**src/rtl/demux_stream_1xn.sv**
```systemverilog
// ============================================================================
// demux_stream_1xn : 1-to-N valid/ready stream demux, packet-locked routing,
//                    one register slice per output, out-of-range packets dropped
// Revision : 1.0
// ============================================================================
`default_nettype none

module demux_stream_1xn #(
   parameter int DATA_W = 8,
   parameter int N_OUT  = 4,
   parameter int SEL_W  = 2,
   parameter int CNT_W  = 16
) (
   input  logic                    clk,
   input  logic                    rst_n,
   input  logic [DATA_W-1:0]       s_data,
   input  logic [SEL_W-1:0]        s_sel,
   input  logic                    s_last,
   input  logic                    s_valid,
   output logic                    s_ready,
   output logic [N_OUT*DATA_W-1:0] m_data,
   output logic [N_OUT-1:0]        m_last,
   output logic [N_OUT-1:0]        m_valid,
   input  logic [N_OUT-1:0]        m_ready,
   output logic [CNT_W-1:0]        drop_cnt,
   output logic                    busy
);

   localparam logic [SEL_W:0] C_N_OUT = (SEL_W+1)'(N_OUT);

   typedef enum logic [1:0] {
      IDLE  = 2'd0,
      ROUTE = 2'd1,
      DROP  = 2'd2
   } state_t;

   state_t                    state_q;
   logic [SEL_W-1:0]          route_q;
   logic [CNT_W-1:0]          drop_cnt_q;
   logic [N_OUT-1:0]          m_valid_q;
   logic [N_OUT-1:0]          m_last_q;
   logic [N_OUT*DATA_W-1:0]   m_data_q;

   logic [SEL_W-1:0]          tgt_sel;
   logic                      sel_ok;
   logic                      routing;
   logic [N_OUT-1:0]          tgt_oh;
   logic                      ready_d;
   logic                      xfer;

   // The select only matters on a first beat; afterwards the locked route wins.
   always_comb begin
      tgt_sel = (state_q == IDLE) ? s_sel : route_q;
      sel_ok  = ({1'b0, s_sel} < C_N_OUT);
      routing = (state_q == ROUTE) || ((state_q == IDLE) && sel_ok);
      tgt_oh  = '0;
      ready_d = 1'b1;
      for (int i = 0; i < N_OUT; i++) begin
         if (routing && (tgt_sel == SEL_W'(i))) begin
            tgt_oh[i] = 1'b1;
            ready_d   = !m_valid_q[i] || m_ready[i];
         end
      end
   end

   assign xfer = s_valid && ready_d;

   always_ff @(posedge clk or negedge rst_n) begin
      if (!rst_n) begin
         state_q    <= IDLE;
         route_q    <= '0;
         drop_cnt_q <= '0;
         m_valid_q  <= '0;
         m_last_q   <= '0;
         m_data_q   <= '0;
      end else begin
         for (int i = 0; i < N_OUT; i++) begin
            if (xfer && tgt_oh[i]) begin
               m_data_q[i*DATA_W +: DATA_W] <= s_data;
               m_last_q[i]                  <= s_last;
               m_valid_q[i]                 <= 1'b1;
            end else if (m_ready[i]) begin
               m_valid_q[i] <= 1'b0;
            end
         end

         if (xfer) begin
            case (state_q)
               IDLE: begin
                  if (sel_ok) begin
                     route_q <= s_sel;
                     if (!s_last) state_q <= ROUTE;
                  end else begin
                     if (drop_cnt_q != '1) drop_cnt_q <= drop_cnt_q + CNT_W'(1);
                     if (!s_last) state_q <= DROP;
                  end
               end
               ROUTE, DROP: begin
                  if (s_last) state_q <= IDLE;
               end
               default: state_q <= IDLE;
            endcase
         end
      end
   end

   assign s_ready  = ready_d;
   assign m_data   = m_data_q;
   assign m_last   = m_last_q;
   assign m_valid  = m_valid_q;
   assign drop_cnt = drop_cnt_q;
   assign busy     = (state_q != IDLE);

endmodule

`default_nettype wire
```
**config.mk**
```make
export PLATFORM = sky130hd
export DESIGN_NAME = demux_stream_1xn
export DESIGN_NICKNAME = d
export VERILOG_FILES = /design/src/rtl/demux_stream_1xn.sv
export SDC_FILE = /design/constraint.sdc
export NUM_CORES = 1
export LEC_CHECK = 0
export CAP_MARGIN = 20
export CORE_MARGIN = 1
export CORE_UTILIZATION = 39
export DETAILED_ROUTE_END_ITERATION = 10
export PLACE_DENSITY = 0.76
export SYNTH_ARGS = -nofsm -noshare
export SYNTH_HDL_FRONTEND = slang
export SYNTH_SLANG_ARGS = --single-unit
```
**constraint.sdc**
```tcl
create_clock -name clk -period 1.4 [get_ports clk]
set_input_delay 0.28 -clock clk [delete_from_list [all_inputs] [get_ports clk]]
set_output_delay 0.28 -clock clk [all_outputs]
set_load 0.02 [all_outputs]
```
; ---- Word-level counts from Yosys, hierarchy flattened
; Cells that the tools add are included.
[totals]
wordCells = 68
reg_bits = 44
in_bits = 18
out_inout_bits = 58
[classes]
n_mux = 20
eq_ne = 7
n_reduce_logical = 27
[ops]
columns = cell, count
row1 = $mux W1, 16
row2 = $reduce_bool A2 Y1, 5
row3 = $logic_and A1 B1 Y1, 9
row4 = $eq A2 B2 Y1 const B, 3
row5 = $mux W2, 3
row6 = $logic_or A1 B1 Y1, 5
row7 = $eq A2 B1 Y1 const B, 2
row8 = $logic_not A1 Y1, 4
row9 = $logic_not A2 Y1, 2
row10 = $ne A2 B2 Y1 const B, 2
row11 = $pmux W2 S2, 1
row12 = $reduce_and A3 Y1, 1
row13 = $reduce_or A2 Y1, 1

; ---- Longest topological paths before layout
[logic_depth]
word_depth = 11
mapped_depth = 6
mapped_depth_nobuf = 4

; ---- Worst setup path after synthesis
; Ideal clock, no wire load.
[synth_timing]
path_kind = register -> output
startpoint = register state_q[0]
endpoint = output s_ready
path_buffers = 1
path_stages_with_launch = 5
path_slack_ps = -321
required_time_ps = 1120
arrival_time_ps = 1441
path_cell_list = dfrtp_1 -> buf_6 -> mux2i_2 -> mux2i_1 -> mux2i_1
[synth_between]
elab_chain_len = 8
word_cells_on_any_way = 16
cone_classes = 4 x eq/ne / 5 x mux / 7 x reduce/logical
[synth_rtl]
columns = item, line_no
row1 = from (decl), 37  ; state_t state_q;
row2 = from (signal assigned), 70  ; state_q <= IDLE;
row3 = from (signal assigned), 92  ; if (!s_last) state_q <= ROUTE;
row4 = from (signal assigned), 95  ; if (!s_last) state_q <= DROP;
row5 = $logic_not A2 Y1, "53, 55"
row6 = $mux W2, n/a
row7 = $logic_not A2 Y1, 59  ; if (routing && (tgt_sel == SEL_W'(i))) begin
row8 = $logic_and A1 B1 Y1, 59
row9 = $mux W1 (3 in series), 59
row10 = $mux W1 (*), 59
row11 = to (decl), 20  ; output logic s_ready,
; Every way passes the cells marked *; elsewhere a longest branch is shown, timed or not.

; ---- Final worst setup path
; Ends and elaborated chain as after synthesis.

==> out/metrics.cfg <==
[cts]
cts-root-buf = clkbuf_8
clock_latency_ns = 0.29
clock_path_buffers = 2
path_clk_slew_ns = 0.08
cts_buffers = 5
cts_tree = done
clock_sinks = 43
h-tree-depth = 2

[timing]
period_needed_ns = 1.88
holdWs_ns = 0.487
hold_viol = 0
skew_ns = 0.00796
setup_viol = 43
period_share = 1.34
max_freq_mhz = 532
tns_ns = -12.65
grt_setup_unrepaired = true
fin_ws_ns = -0.480
drv_slew = 0

[job]
drv_cap = 0

[place]
placed_area_mm2 = 0.00284
hpwl_um = 3030
io_buffers = 59
post-place-cells = 286
dp_slack_ns = -0.767
gp_congestion = 0.779

[synth]
post-synth-top-count-cell = dfrtp_1
synthTopCellsByCount = dfrtp_1 (43), mux2_2 (37), buf_4 (17)
synth_largest_area_cell = dfrtp_1
synth_ff_type = dfrtp_1
ys_warn_count = 0
yosysSeqAreaShare = 0.554
ys_seq_elements = 43
postSynthCellCount = 141
async_flop_share = 1.00
ys_top_cells_by_area = dfrtp_1 (55%), mux2_2 (21%), buf_4 (6.6%)
netlist_area_mm2 = 0.00194
synth.avg_cell_area_um2 = 13.8
synth_edf_count = 0
netlist.area_leader.share = 0.554
synth_cell_types = 23

[floorplan]
num_rows = 25
dieArea_mm2 = 0.00526
pin_count = 76
core_mm2 = 0.00475
die_x_um = 72.6
start_util = 0.408
die_h_um = 72.6

[worst_setup_path]
cpMostUsedCell = mux2i_2
max_stage_delay_ns = 0.45
critPathBufInv = 1
cp_top_family = multiplexers
start_kind = flip-flop
critPathKind = flip-flop to output pin
critPathArrivalTime_ns = 1.60
cpMaxStageDelayCell = dfrtp_2
cp_max_fo = 3
crit_required_ns = 1.12
crit_path_end_kind = output pin
path_cells = mux2i_4 -> mux2i_2 -> mux2i_2 -> buf_2

[global_routing]
grt_usage = 0.186
grt-ovfl-total = 0
grt_pass1_vias = 1435
grt_max_degree = 44
antenna_found_initial = 0
grt_pass1_wl_um = 7130

[status]
violations = setup timing
status = finished, violations left

[route]
viasPerCell = 4.59
routed_wl_um = 4580
route.detailed.drc = 0
drt_iter0_drc = 40
drt_pass1_iterations = 3
ant_nets = 0
drt-wirelength-per-cell_um = 15.2
num_vias = 1386

[finish]
area.sequential_mm2 = 0.00108
area_delta_synth_final_pct = 56.0
final_nets = 252
postLayoutCellArea_mm2 = 0.00303
n_fill_cell = 407
antenna_cells = 0
stdcell_count = 302
multi_input_area_um2 = 983
drive_gt1_frac = 0.426

[pwr]
power.leakage_nw = 1.47
irDropWorstVdd_mv = 1.27
power_density_mw_per_mm2 = 2310

[min_path]
min_path_type = input port to asynchronous set/reset pin

-- final timing paths --
| path | startpoint | to | slack [ns] | cells after the start |
|---|---|---|---|---|
| worst min register to register | m_data[12]$_DFFE_PN0P_ | m_data[12]$_DFFE_PN0P_ | 0.50 | 1 |
| min in group clk | m_data[12]$_DFFE_PN0P_ | m_data[12]$_DFFE_PN0P_ | 0.50 | 1 |
| worst max register to register | state_q[0]$_DFFE_PN0P_ | m_data[4]$_DFFE_PN0P_ | -0.38 | 7 |
| worst max-delay path | state_q[0]$_DFFE_PN0P_ | s_ready | -0.48 | 4 |
| max in group asynchronous | rst_n | state_q[0]$_DFFE_PN0P_ | 0.68 | 3 |
| worst min-delay path | rst_n | m_data[17]$_DFFE_PN0P_ | 0.49 | 3 |
-- metrics by stage --
| step | power (mW) | utilization |
|---|---|---|
| after floorplan | 4.50 | - |
| after global placement | 6.25 | 0.596 |
| after detailed placement | 6.34 | 0.596 |
| after CTS | 6.93 | 0.631 |
| after global routing | 7.38 | 0.637 |
| final | 6.99 | 0.637 |
-- power by group --
part	switching (mW)	internal, mW	total, mW
logic	1.93	2.08	4.01
clock network	0.388	0.350	0.738
registers	0.377	1.87	2.25
total	2.69	4.30	6.99
-- placed cells by master, fill, tap and decap left out, types with 5 or more instances in the layout --
cell type and instances:
mux2_4 20, dlygate4sd2_1 37, nand2_1 7, clkbuf_8 5
mux2_2 17, conb_1 16, buf_4 20, nand3_4 5
dfrtp_1 42, clkdlybuf4s50_1 16, nand2b_1 5, buf_6 6
-- metal layers --
| layer | part of all wire | up-vias | global-route usage |
|---|---|---|---|
| li1 | - | 649 | - |
| met1 | 0.44 | 684 | 0.228 |
| met2 | 0.51 | 49 | 0.325 |
| met3 | 0.049 | 4 | 0.0569 |
| met4 | 0.0087 | 0 | 0.0327 |
| met5 | 0 | - | 0 |
-- worst register-to-register path, delay by kind of cell (launching register included) --
| kind | cells | cell delay, ns |
|---|---|---|
| AO/OA/AOI/OAI | 1 | 0.16 |
| buffers and inverters | 3 | 0.43 |
| flip-flops | 1 | 0.46 |
| multiplexers | 1 | 0.31 |
| AND/OR/NAND/NOR | 2 | 0.32 |
-- sequential cells by signal (all words and copies together) (netlist names) --
register and flops:
state_q 1, m_valid 4, m_last 4, route_q 2, m_data 32
-- final cells by class --
| class | instances | area share |
|---|---|---|
| Sequential cell | 43 | 0.356 |
| Multi-Input combinational cell | 93 | 0.325 |
| Timing Repair Buffer | 88 | 0.261 |
| Tap cell | 67 | 0.0277 |
| Clock buffer | 7 | 0.0252 |
| Inverter | 3 | 0.00372 |
| Clock inverter | 1 | 0.00165 |
-- cell families after synthesis --
kind of cell | synth area share
multiplexers | 0.259
AND/OR/NAND/NOR | 0.0677
flip-flops | 0.554
other | 0.00193
buffers and inverters | 0.0831
AO/OA/AOI/OAI | 0.0341
-- repair_timing --
item                                    in CTS  in global routing
endpoints found under the setup margin      82                 44
endpoints found under the hold margin       43                  0
hold buffers                                 1                  0
pin swaps                                    7                  8
gates resized for setup                     66                  9
setup buffers                                4                  2
cloned                                       2                  0
Note: power is estimated with default switching activity, not from simulation.
